File: src/rtl/div_pkg.sv
// Shared constants and state encoding for the sequential restoring divider.
package div_pkg;

    localparam int WIDTH = 16;
    localparam int CNT_W = 5;

    localparam logic [CNT_W-1:0] ITER_LAST = 5'd15;
    localparam logic [CNT_W-1:0] CNT_ONE   = 5'd1;

    typedef enum logic [1:0] {
        IDLE = 2'd0,
        RUN  = 2'd1,
        DONE = 2'd2
    } state_t;

endpackage

File: src/rtl/trial_sub17.sv
// Combinational trial subtraction a + ~b + 1 using 4-bit look-ahead carry groups.
module trial_sub17 #(
    parameter int N = 17
) (
    input  logic [N-1:0] a,
    input  logic [N-1:0] b,
    output logic [N-1:0] diff,
    output logic         no_borrow
);

    localparam int NG = (N + 3) / 4;

    logic [N-1:0]  bn_s;
    logic [N-1:0]  g_s;
    logic [N-1:0]  p_s;
    logic [N-1:0]  c_s;
    logic [NG-1:0] gg_s;
    logic [NG-1:0] gp_s;
    logic [NG:0]   gc_s;

    // Group generate/propagate, inter-group look-ahead, then in-group carries.
    always_comb begin
        bn_s = ~b;
        g_s  = a & bn_s;
        p_s  = a ^ bn_s;
        gg_s = {NG{1'b0}};
        gp_s = {NG{1'b1}};
        gc_s = {(NG+1){1'b0}};
        c_s  = {N{1'b0}};
        for (int i = 0; i < N; i++) begin
            gg_s[i/4] = g_s[i] | (p_s[i] & gg_s[i/4]);
            gp_s[i/4] = gp_s[i/4] & p_s[i];
        end
        // Carry-in of 1 supplies the +1 of the two's complement.
        gc_s[0] = 1'b1;
        for (int k = 0; k < NG; k++) begin
            gc_s[k+1] = gg_s[k] | (gp_s[k] & gc_s[k]);
        end
        for (int i = 0; i < N; i++) begin
            if ((i % 4) == 0) begin
                c_s[i] = gc_s[i/4];
            end else begin
                c_s[i] = g_s[i-1] | (p_s[i-1] & c_s[i-1]);
            end
        end
        diff      = p_s ^ c_s;
        no_borrow = gc_s[NG];
    end

endmodule

File: src/rtl/seq_divider16.sv
// Multi-cycle unsigned restoring divider: one quotient bit per clock, start/done handshake.
module seq_divider16
    import div_pkg::*;
#(
    parameter int WIDTH = div_pkg::WIDTH
) (
    input  logic             clk,
    input  logic             rst,
    input  logic             start,
    input  logic [WIDTH-1:0] dividend,
    input  logic [WIDTH-1:0] divisor,
    output logic             busy,
    output logic             done,
    output logic [WIDTH-1:0] quotient,
    output logic [WIDTH-1:0] remainder,
    output logic             div_by_zero
);

    state_t           state_r;
    state_t           state_nx_s;
    logic [CNT_W-1:0] cnt_r;
    logic [WIDTH-1:0] q_r;
    logic [WIDTH-1:0] r_r;
    logic [WIDTH-1:0] d_r;
    logic [WIDTH-1:0] q_nx_s;
    logic [WIDTH-1:0] r_nx_s;
    logic [WIDTH:0]   r_shift_s;
    logic [WIDTH:0]   diff_s;
    logic             no_borrow_s;
    logic             div_zero_s;
    logic             unused_diff_msb_s;

    // R' is 17 bits so a shifted-out MSB still takes part in the trial subtraction.
    assign r_shift_s         = {r_r, q_r[WIDTH-1]};
    assign div_zero_s        = (divisor == {WIDTH{1'b0}});
    assign unused_diff_msb_s = diff_s[WIDTH];

    trial_sub17 #(
        .N (WIDTH + 1)
    ) u_trial_sub (
        .a         (r_shift_s),
        .b         ({1'b0, d_r}),
        .diff      (diff_s),
        .no_borrow (no_borrow_s)
    );

    // Restore-or-keep selection for one iteration.
    always_comb begin
        q_nx_s = {q_r[WIDTH-2:0], no_borrow_s};
        if (no_borrow_s) begin
            r_nx_s = diff_s[WIDTH-1:0];
        end else begin
            r_nx_s = r_shift_s[WIDTH-1:0];
        end
    end

    // Next-state logic.
    always_comb begin
        state_nx_s = state_r;
        case (state_r)
            IDLE: begin
                if (start && div_zero_s) begin
                    state_nx_s = DONE;
                end else if (start) begin
                    state_nx_s = RUN;
                end else begin
                    state_nx_s = IDLE;
                end
            end
            RUN: begin
                if (cnt_r == ITER_LAST) begin
                    state_nx_s = DONE;
                end else begin
                    state_nx_s = RUN;
                end
            end
            DONE:    state_nx_s = IDLE;
            default: state_nx_s = IDLE;
        endcase
    end

    // State register plus registered status flags derived from the next state.
    always_ff @(posedge clk or posedge rst) begin
        if (rst) begin
            state_r <= IDLE;
            busy    <= 1'b0;
            done    <= 1'b0;
        end else begin
            state_r <= state_nx_s;
            busy    <= (state_nx_s == RUN);
            done    <= (state_nx_s == DONE);
        end
    end

    // Datapath: operand capture, iteration, and result publication.
    always_ff @(posedge clk or posedge rst) begin
        if (rst) begin
            cnt_r       <= {CNT_W{1'b0}};
            q_r         <= {WIDTH{1'b0}};
            r_r         <= {WIDTH{1'b0}};
            d_r         <= {WIDTH{1'b0}};
            quotient    <= {WIDTH{1'b0}};
            remainder   <= {WIDTH{1'b0}};
            div_by_zero <= 1'b0;
        end else begin
            case (state_r)
                IDLE: begin
                    if (start && div_zero_s) begin
                        quotient    <= {WIDTH{1'b1}};
                        remainder   <= dividend;
                        div_by_zero <= 1'b1;
                    end else if (start) begin
                        d_r   <= divisor;
                        q_r   <= dividend;
                        r_r   <= {WIDTH{1'b0}};
                        cnt_r <= {CNT_W{1'b0}};
                    end else begin
                        cnt_r <= cnt_r;
                    end
                end
                RUN: begin
                    q_r   <= q_nx_s;
                    r_r   <= r_nx_s;
                    cnt_r <= cnt_r + CNT_ONE;
                    if (cnt_r == ITER_LAST) begin
                        quotient    <= q_nx_s;
                        remainder   <= r_nx_s;
                        div_by_zero <= 1'b0;
                    end else begin
                        div_by_zero <= div_by_zero;
                    end
                end
                default: begin
                    cnt_r <= cnt_r;
                end
            endcase
        end
    end

endmodule

File: config.mk
export PLATFORM = sky130hd
export DESIGN_NAME = seq_divider16
export DESIGN_NICKNAME = d
export VERILOG_FILES = /design/src/rtl/div_pkg.sv /design/src/rtl/trial_sub17.sv /design/src/rtl/seq_divider16.sv
export SDC_FILE = /design/constraint.sdc
export NUM_CORES = 1
export LEC_CHECK = 0
export CELL_PAD_IN_SITES_DETAIL_PLACEMENT = 1
export CELL_PAD_IN_SITES_GLOBAL_PLACEMENT = 1
export CORE_MARGIN = 1.5
export CORE_UTILIZATION = 34
export CTS_BUF_LIST = sky130_fd_sc_hd__clkbuf_4
export CTS_CLUSTER_DIAMETER = 30
export DETAILED_ROUTE_END_ITERATION = 8
export PLACE_DENSITY_LB_ADDON = 0.1
export SYNTH_ARGS = -nofsm -noshare
export SYNTH_HDL_FRONTEND = slang
export SYNTH_HIERARCHICAL = 1
export SYNTH_SLANG_ARGS = --single-unit
File: constraint.sdc
create_clock -name clk -period 8.8 [get_ports clk]
set_clock_uncertainty 0.1 [all_clocks]
set_input_delay 1.76 -clock clk [delete_from_list [all_inputs] [get_ports clk]]
set_output_delay 1.76 -clock clk [all_outputs]
set_load 0.05 [all_outputs]
==> metrics.txt <==
Setup crit end kind flop; Synth cell types 50; Tightest Pin Transition ~1.1 ns; crit-path leading delay family adder cells; placed insts 669; critical path, cell by cell inv_1 > ha_1 > o21ai_1 > o2bb2ai_2 > o211a_4 > o21ba_2 > fa_1 > fa_1 > fa_1 > xnor2_1 > mux2i_1 > nor2_1 > a21oi_1 > o22ai_1; Async S/R FF share, synth 100%; Worst path depth 14; worst path arrival time 3.93 ns; Required @ worst endpoint 9.09 ns; Ant. Diodes 0; Initial DRC Count 138; Hold Path Cell Cnt 1; CP Class reg2reg; Pins Over Slew Limit 0; total global-route track usage around 17%; register area share after synthesis between 40% and 50%; clk_lat worst skew 0.47 ns; Period Utilization, post-route roughly two fifths; Die H around 120 µm; area leader, netlist dfrtp_1; initial antenna violation count 0; final hold vios 0; Netlist Area Pre-Place about 4800 µm²; Post-Syn Nets roughly 510; fraction of layout instances using a drive strength above 1 10.3%; vias in the first global route roughly 3700; DR vias 3484; synth top area cells dfrtp_1, fa_1, ha_1, a21oi_1, inv_1; Buf/Inv on CP 1; root buf cell clkbuf_4; FF-to-FF path depth 14; multi-input logic area roughly 2200 µm²; Setup Buffers After CTS 0; dpl cell area 5570 µm²; Max Fanout on Critical Path 4; NumNets Final roughly 570; most frequent cells in the layout dfrtp_1, clkdlybuf4s50_1, inv_1; setup_tns 0 ns; GP Congestion ~0.80; Critical Path Source Type flop; num rows 43; total CTS buffers 9; Period minus WS final about 3.6 ns; # setup viols final 0; Ys Warns 6; Crit-path slowest cell dfrtp_1; Antenna Nets Post-Route 0; Syn-to-layout area delta 20.0%; design area 5730 µm²; Fillers ~1500; Initial Util about a third; Port Buffers between 60 and 70; Hold Buf Count CTS 0; CTS tree done; most numerous cell on the critical path fa_1; Core ar. approximately 14000 µm²; HP Class reg2reg; I/O pin cnt 70; slew margin rel. between 20% and 30%; post-DR vias/cell between 5 and 6; largest net degree at the start of global routing 53; 1st-pass router iterations 4; Remaining DRCs 0; FF/Latch Area between 2000 and 2500 µm²; hpwl dp 8680 µm; H-tree depth reported by CTS 3; outcome finished, final reports clean; grt ovf 0; die footprint 14800 µm²; number of flops mapped to enable cells by yosys 0; WL/cell 17.3 µm; dominant register cell in the synthesized netlist dfrtp_1; CTS resizes 0; global-route wire length before repair just under 20000 µm; Finished Layout Cells a little under 700; CTS sink count 90; max-cap violations 0; max incr delay on CP roughly 0.44 ns; aggregate routed wire length about 12000 µm; clk buf depth 2; post-synth top area share between 40 and 50%; number of synthesized register bits 90; Avg Cell Area, Syn ~11 µm²; Gate Count Post-Synth 441; FMAX ~270 MHz; CTS clock-pin slew for the worst setup and hold paths roughly 0.15 ns; Die X around 120 µm; RSZ-0062 raised after global routing no; commonest non-fill, non-tap cell in the layout dfrtp_1
==> sequential cells by signal, summed over array words and instances, names as in the netlist <==
signal,flops
busy,1
cnt_r,5
d_r,16
div_by_zero,1
done,1
q_r,16
quotient,16
r_r,16
remainder,16
state_r,2
==> worst register-to-register path, delay by kind of cell, from the launching register on <==
family | cells | cell delay, ns
and+or+nand+nor | 1 | 0.26
adders and majority gates | 4 | 1.46
AOI/OAI and AO/OA | 6 | 0.96
DFF | 1 | 0.44
xor gates and xnor gates | 1 | 0.17
muxes | 1 | 0.10
buffers and inverters | 1 | 0.07
==> per-stage QoR <==
stage / setup slack (ns) / util (%) / hold slack [ns]
5_1_grt: 4.99 / 41.6 / 0.431
2_1_floorplan: 4.60 / - / 0.355
4_1_cts: 5.12 / 41.6 / 0.407
3_5_place_dp: 4.68 / 40.5 / 0.374
6_report: 5.16 / 41.6 / 0.404
3_3_place_gp: 4.72 / 40.5 / 0.363
==> kinds of logic (layout without fill, tap and decap cells) <==
kind of cell / count (synthesis) / in the layout / share of synthesized area (%)
compound gates: 135 / 135 / 18.7
flops: 90 / 90 / 47.1
simple gates: 74 / 74 / 7.88
buf+inv: 72 / 136 / 7.15
mux: 33 / 33 / 8.15
fa+ha+maj: 31 / 31 / 10.0
xor+xnor: 5 / 5 / 0.917
other cells: 1 / 1 / 0.0785
==> layout make-up <==
| class | instances | area share, % |
|---|---|---|
| multi-input combinational | 279 | 38.1 |
| timing repair buffer | 75 | 12.8 |
| sequential | 90 | 39.3 |
| clock buffer | 9 | 1.18 |
| tap | 180 | 3.93 |
| inverter | 45 | 3.05 |
| clock inverter | 7 | 1.61 |
==> cells in the mapped netlist, types with 4 or more instances <==
library cell  count
xnor2_1           4
fa_1             12
a21o_1           20
buf_2             6
a21oi_1          36
nand4_1           4
mux2_4           10
clkbuf_1          9
nor4_2            4
dfrtp_1          90
nor2_1           33
inv_1            44
nand2_1          20
o22ai_1          16
ha_1             19
a31oi_1          16
buf_6             4
mux2_2            7
mux2i_1          16
o21ai_0          17
o22a_1           16
==> path summary, 6_finish.rpt <==
path / start / endpoint / slack, ns
worst min register to register: cnt_r[4]$_DFFE_PP0P_ / cnt_r[4]$_DFFE_PP0P_ / 0.40
max in group asynchronous: rst / r_r[15]$_DFFE_PP0P_ / 5.86
min in group asynchronous: rst / quotient[13]$_DFFE_PP0P_ / 1.60
worst max register to register: q_r[15]$_DFFE_PP0P_ / remainder[15]$_DFFE_PP0P_ / 5.16
worst max-delay path: q_r[15]$_DFFE_PP0P_ / remainder[15]$_DFFE_PP0P_ / 5.16
worst min-delay path: cnt_r[4]$_DFFE_PP0P_ / cnt_r[4]$_DFFE_PP0P_ / 0.40
==> metal layers <==
layer / wire length, µm / vias to the layer above / track usage [%]
met5: 0 / - / 0
met2: 5620 / 60 / 28.0
met3: 372 / 11 / 3.70
met4: 129 / 0 / 4.56
li1: - / 1656 / -
met1: 5720 / 1757 / 23.6
Power is not shown: default switching activity piles up to over one toggle a cycle in this logic, so the estimate is an artifact.
